==> src/rtl/nanov_serial_core.sv <==
`default_nettype none
// ============================================================================
//  Module   : nanov_serial_core
//  Purpose  : Bit-serial RV32E integer datapath. One instruction executes over
//             one or more 32-clock passes, one operand bit per clock, LSB
//             first. Holds the 16 x 32 register file and the serial ALU;
//             fetch, PC and memory live outside.
//  Ports    : clk      - clock, all state updates on the rising edge
//             rstn     - synchronous reset, active HIGH despite the name
//             instr    - current instruction, stable for all its passes
//             cycle    - pass index within the instruction (0 = first)
//             counter  - bit index of the current clock, 0..31
//             data_in  - serial load data, bit `counter` of the loaded word
//             data_out - parallel result / address / store-data word
//             branch   - registered branch-taken flag
//  Revision : 1.0 - initial release
// ============================================================================
module nanov_serial_core (
    input  logic        clk,
    input  logic        rstn,
    input  logic [31:0] instr,
    input  logic [2:0]  cycle,
    input  logic [4:0]  counter,
    input  logic        data_in,
    output logic [31:0] data_out,
    output logic        branch
);

    localparam logic [6:0] c_OPC_LOAD   = 7'b0000011;
    localparam logic [6:0] c_OPC_OP_IMM = 7'b0010011;
    localparam logic [6:0] c_OPC_STORE  = 7'b0100011;
    localparam logic [6:0] c_OPC_OP     = 7'b0110011;
    localparam logic [6:0] c_OPC_LUI    = 7'b0110111;
    localparam logic [6:0] c_OPC_BRANCH = 7'b1100011;

    localparam logic [1:0] c_FN_ADD = 2'd0;
    localparam logic [1:0] c_FN_XOR = 2'd1;
    localparam logic [1:0] c_FN_OR  = 2'd2;
    localparam logic [1:0] c_FN_AND = 2'd3;

    // Instruction class: selects how many passes run and what each produces.
    typedef enum logic [2:0] {
        CLS_NONE   = 3'd0,
        CLS_ALU    = 3'd1,
        CLS_SLT    = 3'd2,
        CLS_LOAD   = 3'd3,
        CLS_STORE  = 3'd4,
        CLS_BRANCH = 3'd5,
        CLS_LUI    = 3'd6
    } cls_t;

    // ------------------------------------------------------------------
    // State
    // ------------------------------------------------------------------
    logic [31:0] r_regs [16];
    logic [31:0] r_data_out;
    logic        r_carry;
    logic        r_neq;
    logic        r_lt;
    logic        r_branch;

    // ------------------------------------------------------------------
    // Decode
    // ------------------------------------------------------------------
    logic [6:0]  w_opcode;
    logic [2:0]  w_f3;
    logic [3:0]  w_rs1;
    logic [3:0]  w_rs2;
    logic [3:0]  w_rd;
    cls_t        w_cls;
    logic        w_use_imm;
    logic        w_sub;
    logic        w_unsigned;
    logic [1:0]  w_fn;
    logic [31:0] w_imm;

    assign w_opcode = instr[6:0];
    assign w_f3     = instr[14:12];
    // Register fields use only their low four bits: RV32E has 16 registers.
    assign w_rs1    = instr[18:15];
    assign w_rs2    = instr[23:20];
    assign w_rd     = instr[10:7];

    always_comb begin
        w_cls      = CLS_NONE;
        w_use_imm  = 1'b0;
        w_sub      = 1'b0;
        w_unsigned = 1'b0;
        w_fn       = c_FN_ADD;
        w_imm      = {{20{instr[31]}}, instr[31:20]};
        case (w_opcode)
            c_OPC_OP_IMM, c_OPC_OP: begin
                w_use_imm = (w_opcode == c_OPC_OP_IMM);
                case (w_f3)
                    3'b000: begin
                        w_cls = CLS_ALU;
                        // funct7[5] selects SUB only for the register form.
                        w_sub = (w_opcode == c_OPC_OP) && instr[30];
                    end
                    3'b010: begin
                        w_cls = CLS_SLT;
                        w_sub = 1'b1;
                    end
                    3'b011: begin
                        w_cls      = CLS_SLT;
                        w_sub      = 1'b1;
                        w_unsigned = 1'b1;
                    end
                    3'b100: begin
                        w_cls = CLS_ALU;
                        w_fn  = c_FN_XOR;
                    end
                    3'b110: begin
                        w_cls = CLS_ALU;
                        w_fn  = c_FN_OR;
                    end
                    3'b111: begin
                        w_cls = CLS_ALU;
                        w_fn  = c_FN_AND;
                    end
                    default: w_cls = CLS_NONE;
                endcase
            end
            c_OPC_LOAD: begin
                w_cls     = CLS_LOAD;
                w_use_imm = 1'b1;
            end
            c_OPC_STORE: begin
                w_cls     = CLS_STORE;
                w_use_imm = 1'b1;
                w_imm     = {{20{instr[31]}}, instr[31:25], instr[11:7]};
            end
            c_OPC_BRANCH: begin
                // funct3 = 010/011 is not a branch encoding.
                w_cls      = (w_f3[2:1] == 2'b01) ? CLS_NONE : CLS_BRANCH;
                w_sub      = 1'b1;
                w_unsigned = w_f3[1];
                w_imm      = {{19{instr[31]}}, instr[31], instr[7],
                              instr[30:25], instr[11:8], 1'b0};
            end
            c_OPC_LUI: begin
                w_cls = CLS_LUI;
                w_imm = {instr[31:12], 12'b0};
            end
            default: w_cls = CLS_NONE;
        endcase
    end

    // ------------------------------------------------------------------
    // Serial ALU
    // ------------------------------------------------------------------
    logic w_a;
    logic w_b;
    logic w_imm_bit;
    logic w_op2;
    logic w_op2x;
    logic w_cin;
    logic w_sum;
    logic w_cout;
    logic w_alu;
    logic w_lt;
    logic w_neq;
    logic w_cond;

    // The LSB of every register is the current operand bit; x0 reads 0.
    assign w_a       = (w_rs1 == 4'd0) ? 1'b0 : r_regs[w_rs1][0];
    assign w_b       = (w_rs2 == 4'd0) ? 1'b0 : r_regs[w_rs2][0];
    assign w_imm_bit = w_imm[counter];
    assign w_op2     = w_use_imm ? w_imm_bit : w_b;
    assign w_op2x    = w_op2 ^ w_sub;
    // Bit 0 takes the subtract carry-in instead of the previous carry.
    assign w_cin     = (counter == 5'd0) ? w_sub : r_carry;
    assign w_sum     = w_a ^ w_op2x ^ w_cin;
    assign w_cout    = (w_a & w_op2x) | (w_a & w_cin) | (w_op2x & w_cin);

    always_comb begin
        w_alu = w_sum;
        case (w_fn)
            c_FN_XOR: w_alu = w_a ^ w_op2;
            c_FN_OR:  w_alu = w_a | w_op2;
            c_FN_AND: w_alu = w_a & w_op2;
            default:  w_alu = w_sum;
        endcase
    end

    // Meaningful only on the MSB clock. Signed: differing signs decide
    // directly, otherwise the sign of the difference (no overflow possible).
    // Unsigned: a borrow out of rs1 - op2 means rs1 < op2.
    assign w_lt  = w_unsigned ? ~w_cout : ((w_a != w_op2) ? w_a : w_sum);
    assign w_neq = ((counter == 5'd0) ? 1'b0 : r_neq) | (w_a ^ w_op2);

    always_comb begin
        w_cond = 1'b0;
        case (w_f3)
            3'b000:  w_cond = ~w_neq;
            3'b001:  w_cond = w_neq;
            3'b100:  w_cond = w_lt;
            3'b101:  w_cond = ~w_lt;
            3'b110:  w_cond = w_lt;
            3'b111:  w_cond = ~w_lt;
            default: w_cond = 1'b0;
        endcase
    end

    // ------------------------------------------------------------------
    // Pass control
    // ------------------------------------------------------------------
    logic w_shift;
    logic w_res;
    logic w_wr;
    logic w_wr_en;
    logic w_lt_upd;
    logic w_br_upd;
    logic w_br_val;
    logic w_first;

    assign w_first = (cycle == 3'd0);

    always_comb begin
        w_shift  = 1'b0;
        w_res    = 1'b0;
        w_wr     = 1'b0;
        w_lt_upd = 1'b0;
        w_br_val = 1'b0;
        case (w_cls)
            CLS_ALU: begin
                w_shift = w_first;
                w_res   = w_alu;
                w_wr    = w_first;
            end
            CLS_LUI: begin
                w_shift = w_first;
                w_res   = w_imm_bit;
                w_wr    = w_first;
            end
            CLS_SLT: begin
                if (w_first) begin
                    w_shift  = 1'b1;
                    w_res    = w_sum;
                    w_lt_upd = (counter == 5'd31);
                end else if (cycle == 3'd1) begin
                    // Only bit 0 of the result can be set.
                    w_shift = 1'b1;
                    w_res   = (counter == 5'd0) & r_lt;
                    w_wr    = 1'b1;
                end
            end
            CLS_LOAD: begin
                if (w_first) begin
                    w_shift = 1'b1;
                    w_res   = w_sum;
                end else if (cycle == 3'd1) begin
                    w_shift = 1'b1;
                    w_res   = data_in;
                    w_wr    = 1'b1;
                end
            end
            CLS_STORE: begin
                if (w_first) begin
                    w_shift = 1'b1;
                    w_res   = w_sum;
                end else if (cycle == 3'd1) begin
                    w_shift = 1'b1;
                    w_res   = w_b;
                end
            end
            CLS_BRANCH: begin
                w_br_val = w_cond;
            end
            default: begin
                // Unsupported: shift zeros through data_out on the first pass.
                w_shift = w_first;
                w_res   = 1'b0;
            end
        endcase
    end

    assign w_wr_en  = w_wr && (w_rd != 4'd0);
    // Every instruction's first pass ends by refreshing the branch flag;
    // non-branches simply refresh it to 0.
    assign w_br_upd = w_first && (counter == 5'd31);

    // ------------------------------------------------------------------
    // Sequential state
    // ------------------------------------------------------------------
    always_ff @(posedge clk) begin
        if (rstn) begin
            for (int i = 0; i < 16; i++) begin
                r_regs[i] <= 32'd0;
            end
            r_data_out <= 32'd0;
            r_carry    <= 1'b0;
            r_neq      <= 1'b0;
            r_lt       <= 1'b0;
            r_branch   <= 1'b0;
        end else begin
            // All registers rotate right every clock so that after 32
            // clocks each is realigned; the destination takes the result
            // bit at its MSB instead of its own wrapped bit 0.
            for (int i = 0; i < 16; i++) begin
                r_regs[i] <= {(w_wr_en && (w_rd == 4'(i))) ? w_res : r_regs[i][0],
                              r_regs[i][31:1]};
            end
            if (w_shift) begin
                r_data_out <= {w_res, r_data_out[31:1]};
            end
            r_carry <= w_cout;
            r_neq   <= w_neq;
            if (w_lt_upd) begin
                r_lt <= w_lt;
            end
            if (w_br_upd) begin
                r_branch <= w_br_val;
            end
        end
    end

    assign data_out = r_data_out;
    assign branch   = r_branch;

endmodule
`default_nettype wire

==> config.mk <==
export PLATFORM = sky130hd
export DESIGN_NAME = nanov_serial_core
export DESIGN_NICKNAME = d
export VERILOG_FILES = /design/src/rtl/nanov_serial_core.sv
export SDC_FILE = /design/constraint.sdc
export NUM_CORES = 1
export LEC_CHECK = 0
export CORE_UTILIZATION = 25
export CTS_BUF_LIST = sky130_fd_sc_hd__clkbuf_2
export DETAILED_ROUTE_END_ITERATION = 10
export GPL_TIMING_DRIVEN = 0
export MAX_ROUTING_LAYER = met4
export PLACE_DENSITY_LB_ADDON = 0.25
export REMOVE_ABC_BUFFERS = 1
export SLEW_MARGIN = 40
export SYNTH_ARGS = -nofsm -noshare
export SYNTH_HDL_FRONTEND = slang
export SYNTH_SLANG_ARGS = --single-unit
==> constraint.sdc <==
create_clock -name clk -period 9.7 [get_ports clk]
set_clock_uncertainty 0.05 [all_clocks]
set_input_delay 1.94 -clock clk [delete_from_list [all_inputs] [get_ports clk]]
set_output_delay 1.94 -clock clk [all_outputs]
set_load 0.02 [all_outputs]
==> flow_summary.ini, run 1 <==
[status]
outcome = finished, final reports clean

[floorplan]
core-area_mm2 = 0.06171
fp-row-count = 91
start_util_pct = 25.34
ios = 76
dieWidth_um = 252.1
dieArea_mm2 = 0.06355
dieHeight_um = 252.1

[worst_setup_path]
required_ns = 10.66
worstSetupPathType = in -> reg
critPathBufInv = 1
ff2ff_setup_slack_ns = 5.73
crit_chain = clkdlybuf4s50_1, nor2b_1, and2_1, mux4_2, o21a_1, nor2_1, o22ai_1, xnor2_1, fa_1, nor2b_1, nand2_1, a311o_1, or4_1, a22o_1, a211oi_2
critPathMaxFanout = 12
cp_top_family = simple AND/OR/NAND/NOR gates
worstPathArrival_ns = 6.66
cp-start-kind = primary input
cp_slowest_cell = clkdlybuf4s50_1
worst-r2r-cell-count = 13
max_stage_delay_ns = 0.65
crit_top_cell = nor2b_1
crit_cells = 15
cp-end-kind = flip-flop

[logic_synthesis]
synth-seq-cells = 516
synthesis.area_mm2 = 0.01564
synthAdderAreaFrac_pct = 0.2880
synth_area_leaders = dfxtp_1 66%, nor2b_1 19%, nand2_1 1.8%, clkbuf_1 1.7%, a21oi_1 1.3%
syn-instance-count = 1392
yosysTopAreaCell = dfxtp_1
synth-async-reset-ratio_pct = 0
synthSimpleGateAreaFrac_pct = 23.73
yosys.area.top_type_share_pct = 66.06
synthMostInstantiatedCell = dfxtp_1
synth_compound_gate_area_share_pct = 4.921
synthMuxAreaShare_pct = 2.648
synthTopCellsByCount = 516 x dfxtp_1, 474 x nor2b_1, 76 x nand2_1
avgSynthCellArea_um2 = 11.23
synth_top_family_by_area = simple AND/OR/NAND/NOR gates
synth_edf_count = 0
yosysSeqAreaShare_pct = 66.06
synth_cell_type_count = 60
ys_warn_count = 0
synthXorXnorAreaFrac_pct = 0.05601
synth-main-ff-cell = dfxtp_1

[clock_network]
cts_buffers = 133
h-tree-depth = 4
cts_resized = 0
cts_root_buffer = clkbuf_2
hold_buffers = 0
clk_pin_slew_worst_paths_ns = 0.10
clock_path_buffers = 3
cts_tree = yes
clkLatencyLatePin_ns = 1.11
cts_sinks = 516
cts_setup_buffers = 0

[drt]
drt_iter0_markers = 404
first_pass_iters = 4
wl_um = 27370
vias_per_cell = 3.788
vias = 9310
wl_per_cell_um = 11.13
drc_errors = 0
ant_nets = 0

[timing]
fin_crit_ns = 5.702
period_share_pct = 58.78
worst_pin_slew_ns = 0.7901
slew_headroom_pct = 46.66
hold_violations = 0
slew_violations = 0
setup_viol = 0
tns_ns = 0
rsz0062_at_grt = no
fmax_mhz = 175.4

[placement]
numPortBuffers = 75
gp_congestion = 0.7545
dpl.cell_count = 2233
place_area_mm2 = 0.01732
hpwl_um = 15830

[grt]
grt_pass1_wl_um = 46030
grt_usage_pct = 9.318
grt_max_degree = 104
antenna_found_initial = 1
grt_pass1_vias = 9287
overflow = 0

[power_and_ir_drop]
total_power_uw = 3698
p_per_area_mw_per_mm2 = 199.3
p_leak_uw = 0.007142
peakVddDrop_mv = 0.07277

[cells_and_area]
seq_area_mm2 = 0.01033
final_area_mm2 = 0.01856
nFillCells = 6437
finish.utilization_pct = 30.07
drive_gt1_share_pct = 14.39
areaGrowthSynthToFinish_pct = 18.67
multiInputGateArea_mm2 = 0.004981
fin_nets = 1577
final_cells = 2458

[min_path]
min_path_cells = 1
hp-class = reg -> reg

[run]
max_cap_violations = 0
[cells in the final DEF (no fill, tap or decap), drive strengths merged, types with 5 or more instances in the layout]
cell type,instances
a31oi,8
buf,10
inv,15
dfxtp,516
o31a,7
nor2b,474
o21ai,15
nand2b,8
mux4,7
a211oi,9
nor2,37
mux2i,20
bufinv,5
clkinv,23
nand2,76
clkdlybuf4s50,73
nand3,8
a21oi,42
clkbuf,188
[cell families after synthesis]
family	count (synthesis)
buf+inv	91
compound gates	116
simple gates	634
mux	31
xor+xnor	1
fa+ha+maj	3
flops	516
[metal layers]
metal | vias up | global-route usage (%) | share of wire (%)
met5 | - | - | 0
met4 | 0 | 5.455 | 1.9
met3 | 47 | 3.553 | 5.7
met2 | 177 | 12.46 | 41
met1 | 4306 | 11.80 | 51
li1 | 4780 | - | -
[through the flow]
step	setup slack, ns	hold slack [ns]
after global routing	3.955	0.3477
after detailed placement	2.722	0.3717
after CTS	4.060	0.3407
after global placement	-8.086	0.3662
final	3.998	0.3648
after floorplan	3.734	0.3638
[worst paths after layout]
| kind | startpoint | to |
|---|---|---|
| setup / recovery | instr[4] | branch |
| hold reg to reg | r_regs[8][5] | r_regs[8][4] |
| setup reg to reg | r_regs[3][0] | branch |
| hold / removal | r_regs[8][5] | r_regs[8][4] |
[final cells by class]
cell class,count,share of cell area (%)
sequential,516,55.66
multi-input combinational,785,26.84
clock inverter,35,1.537
tap,837,5.643
antenna,2,0.02697
clock buffer,188,5.070
timing repair buffer,83,4.976
inverter,12,0.2427
[report_power, final]
part,total (uW),switching (uW),internal (uW)
clock network,1470,820,653
registers,2120,0.430,2120
logic,109,70.2,38.4
total,3700,890,2810
[flip-flops by register name (all words and copies together) (netlist names)]
signal	count
r_carry	1
data_out	32
branch	1
r_lt	1
r_neq	1
r_regs	480
Note: power is estimated with default switching activity, not from simulation.
==> run 2: changes to the inputs <==
==> constraint.sdc (replaced) <==
create_clock -name clk -period 5.65 [get_ports clk]
set_clock_uncertainty 0.05 [all_clocks]
set_input_delay 1.13 -clock clk [delete_from_list [all_inputs] [get_ports clk]]
set_output_delay 1.13 -clock clk [all_outputs]
set_load 0.02 [all_outputs]
==> results of run 2 <==
The final DEF is identical to that of run 1. Status: finished, final reports clean.
Main changes from that run: setup slack after placement 2.722 ns -> -0.5185 ns; clock-pin slew on the worst setup and hold paths 0.10 ns -> 0.11 ns; setup slack after layout 3.998 ns -> 0.7584 ns; hold slack 0.3648 ns -> 0.3464 ns; register-to-register setup slack 5.73 ns -> 1.68 ns; end point of the worst hold path r_regs[8][4] -> r_regs[6][8]; total power 3698 uW -> 6349 uW; worst IR drop on VDD 0.07277 mV -> 0.1249 mV
==> run 3: changes to the inputs <==
--- a/config.mk
+++ b/config.mk
@@ -5,6 +5,7 @@
 export SDC_FILE = /design/constraint.sdc
 export NUM_CORES = 1
 export LEC_CHECK = 0
+export ABC_AREA = 1
 export CORE_UTILIZATION = 25
 export CTS_BUF_LIST = sky130_fd_sc_hd__clkbuf_2
 export DETAILED_ROUTE_END_ITERATION = 10
==> run 3 against run 2 <==
  * First-iteration DRC count up 5.2%
  * Cell count increased by 27%
  * Worst setup slack better by 0.92 ns
  * Clock-buffer cell count rose by 8
  * Core utilization about the same
  * Combinational power increased by 29%
  * Hold slack got worse by 0.058 ns
  * Die area grew 4.8%
  * Sequential share of layout area decreased by 2.4 points
==> flow_summary.ini, run 3 <==
[logic_synthesis]
avgSynthCellArea_um2 = 8.158
synthTopCellsByCount = 566 x inv_1, 526 x nor2_1, 516 x dfxtp_1
syn-instance-count = 2010
synth_edf_count = 0
yosys.area.top_type_share_pct = 63.00
synth-async-reset-ratio_pct = 0
synth-main-ff-cell = dfxtp_1
yosysTopAreaCell = dfxtp_1
synth_cell_type_count = 37
synthesis.area_mm2 = 0.01640
synth-seq-cells = 516
yosysSeqAreaShare_pct = 63.00
synth_area_leaders = dfxtp_1 63%, inv_1 13%, nor2_1 12%, nand2_1 2.8%, nand3_1 2.2%
ys_warn_count = 0
synthMostInstantiatedCell = inv_1

[clock_network]
clock_path_buffers = 3
hold_buffers = 0
cts_setup_buffers = 0
cts_tree = yes
clk_pin_slew_worst_paths_ns = 0.10
h-tree-depth = 4
cts_sinks = 516
clkLatencyLatePin_ns = 1.18
cts_root_buffer = clkbuf_2
cts_buffers = 137
cts_resized = 0

[cells_and_area]
nFillCells = 6975
final_common_cell = inv_1
layout_common_cells = 566 x inv_1, 526 x nor2_1, 516 x dfxtp_1, 196 x clkbuf_2, 124 x nand2_1
drive_gt1_share_pct = 10.80
areaGrowthSynthToFinish_pct = 18.32
largest_reg_flops = 480
top_register = r_regs
fin_nets = 2205

[floorplan]
dieWidth_um = 258.1
start_util_pct = 25.39
dieArea_mm2 = 0.06662
core-area_mm2 = 0.06458
fp-row-count = 93
dieHeight_um = 258.1
ios = 76

[worst_setup_path]
crit_top_cell = nand2_1
required_ns = 6.61
cp_slowest_cell = clkdlybuf4s50_1
worstPathArrival_ns = 4.93
max_stage_delay_ns = 0.74
critPathMaxFanout = 16
cp-end-kind = flip-flop
cp-start-kind = primary input
crit_start = counter[0]
rr_startpoint = r_regs[9][0]
crit_chain = clkdlybuf4s50_1, inv_2, o21ai_0, nand3_1, nand2_1, nand3_1, a21oi_1, nand2_1, nand3b_1, nand2_1, nand2_1, nand2_1, fa_1, nand3_1, inv_1, nor2_1, a21oi_4, nand3_1, nand2_1, inv_1
worstSetupPathType = in -> reg

[drt]
drt_iter0_markers = 425
vias_per_cell = 3.630
vias = 11293
first_pass_iters = 5
drc_errors = 0
wl_per_cell_um = 9.844
ant_nets = 0
wl_um = 30630

[grt]
grt_pass1_vias = 10815
antenna_found_initial = 4
grt_max_degree = 99
grt_pass1_wl_um = 51530
grt_usage_pct = 9.971
overflow = 0

[timing]
fmax_mhz = 251.9
slew_violations = 0
period_share_pct = 70.26
setup_viol = 0
fin_crit_ns = 3.970
rsz0062_at_grt = no
hold_violations = 0
worst_pin_slew_ns = 0.7336
tns_ns = 0
slew_headroom_pct = 51.09

[min_path]
hp-class = reg -> reg
min_from = r_regs[10][28]

[status]
outcome = finished, final reports clean

[power_and_ir_drop]
p_leak_uw = 0.007811
p_per_area_mw_per_mm2 = 336.6
peakVddDrop_mv = 0.1366
total_power_uw = 6531

[run]
max_cap_violations = 0

[placement]
gp_congestion = 0.8123
hpwl_um = 19360
numPortBuffers = 75
-- run 3: cells by family (layout without fill, tap and decap cells) --
| logic type | Yosys count | in the layout | synth area share (%) |
|---|---|---|---|
| compound gates | 85 | 85 | 3.197 |
| fa+ha+maj | 3 | 3 | 0.2747 |
| buf+inv | 645 | 886 | 14.90 |
| flops | 516 | 516 | 63.00 |
| mux | 1 | 1 | 0.06105 |
| other cells | 0 | 5 | 0 |
| simple gates | 760 | 760 | 18.57 |
-- run 3: final timing paths --
kind | slack, ns | depth (start not counted) | end
worst max-delay path | 1.68 | 20 | r_regs[2][31]
worst min-delay path | 0.29 | 2 | r_regs[10][27]
worst max register to register | 2.61 | 18 | r_regs[2][31]
worst min register to register | 0.29 | 2 | r_regs[10][27]
-- run 3: routing by layer --
metal	GRT usage (%)	wire length, um	vias up
met5	-	0	-
met4	5.490	786	0
met3	3.916	2098	70
met2	13.55	12510	229
met1	12.48	15230	4945
li1	-	-	6049
-- run 3: metrics by stage --
stage	setup slack (ns)	hold WS, ns	util [%]	std cells	area [um2]
after floorplan	2.044	0.3383	-	1938	16100
after global placement	-10.60	0.3399	27.76	2868	17920
after detailed placement	0.4188	0.3420	28.02	2875	18100
after CTS	1.784	0.1012	30.02	3106	19390
after global routing	1.549	0.1780	30.04	3111	19400
final	1.680	0.2885	30.04	3111	19400
-- run 3: worst max-delay path, delay by kind of cell --
kind                     cells  cell delay (ns)
AO/OA/AOI/OAI                3             0.89
adder cells (fa/ha/maj)      1             0.59
buffers and inverters        4             1.03
AND/OR/NAND/NOR             12             1.26
-- run 3: power by group --
part	switching, uW	internal (uW)	leakage [uW]
sequential	5.91	3640	0.00416
clock	1440	1200	0.000954
combinational	157	83.1	0.00270
total	1610	4930	0.00781
-- run 3: area by class of cell --
type                       instances  area, um2  area share (%)
inverter                         573       2151           11.09
tap                              855       1070           5.514
clock inverter                    35      310.3           1.599
clock buffer                     196      980.9           5.056
antenna                            5      12.51         0.06449
sequential                       516      10330           53.24
multi-input combinational        849       3623           18.68
timing repair buffer              82      923.4           4.759
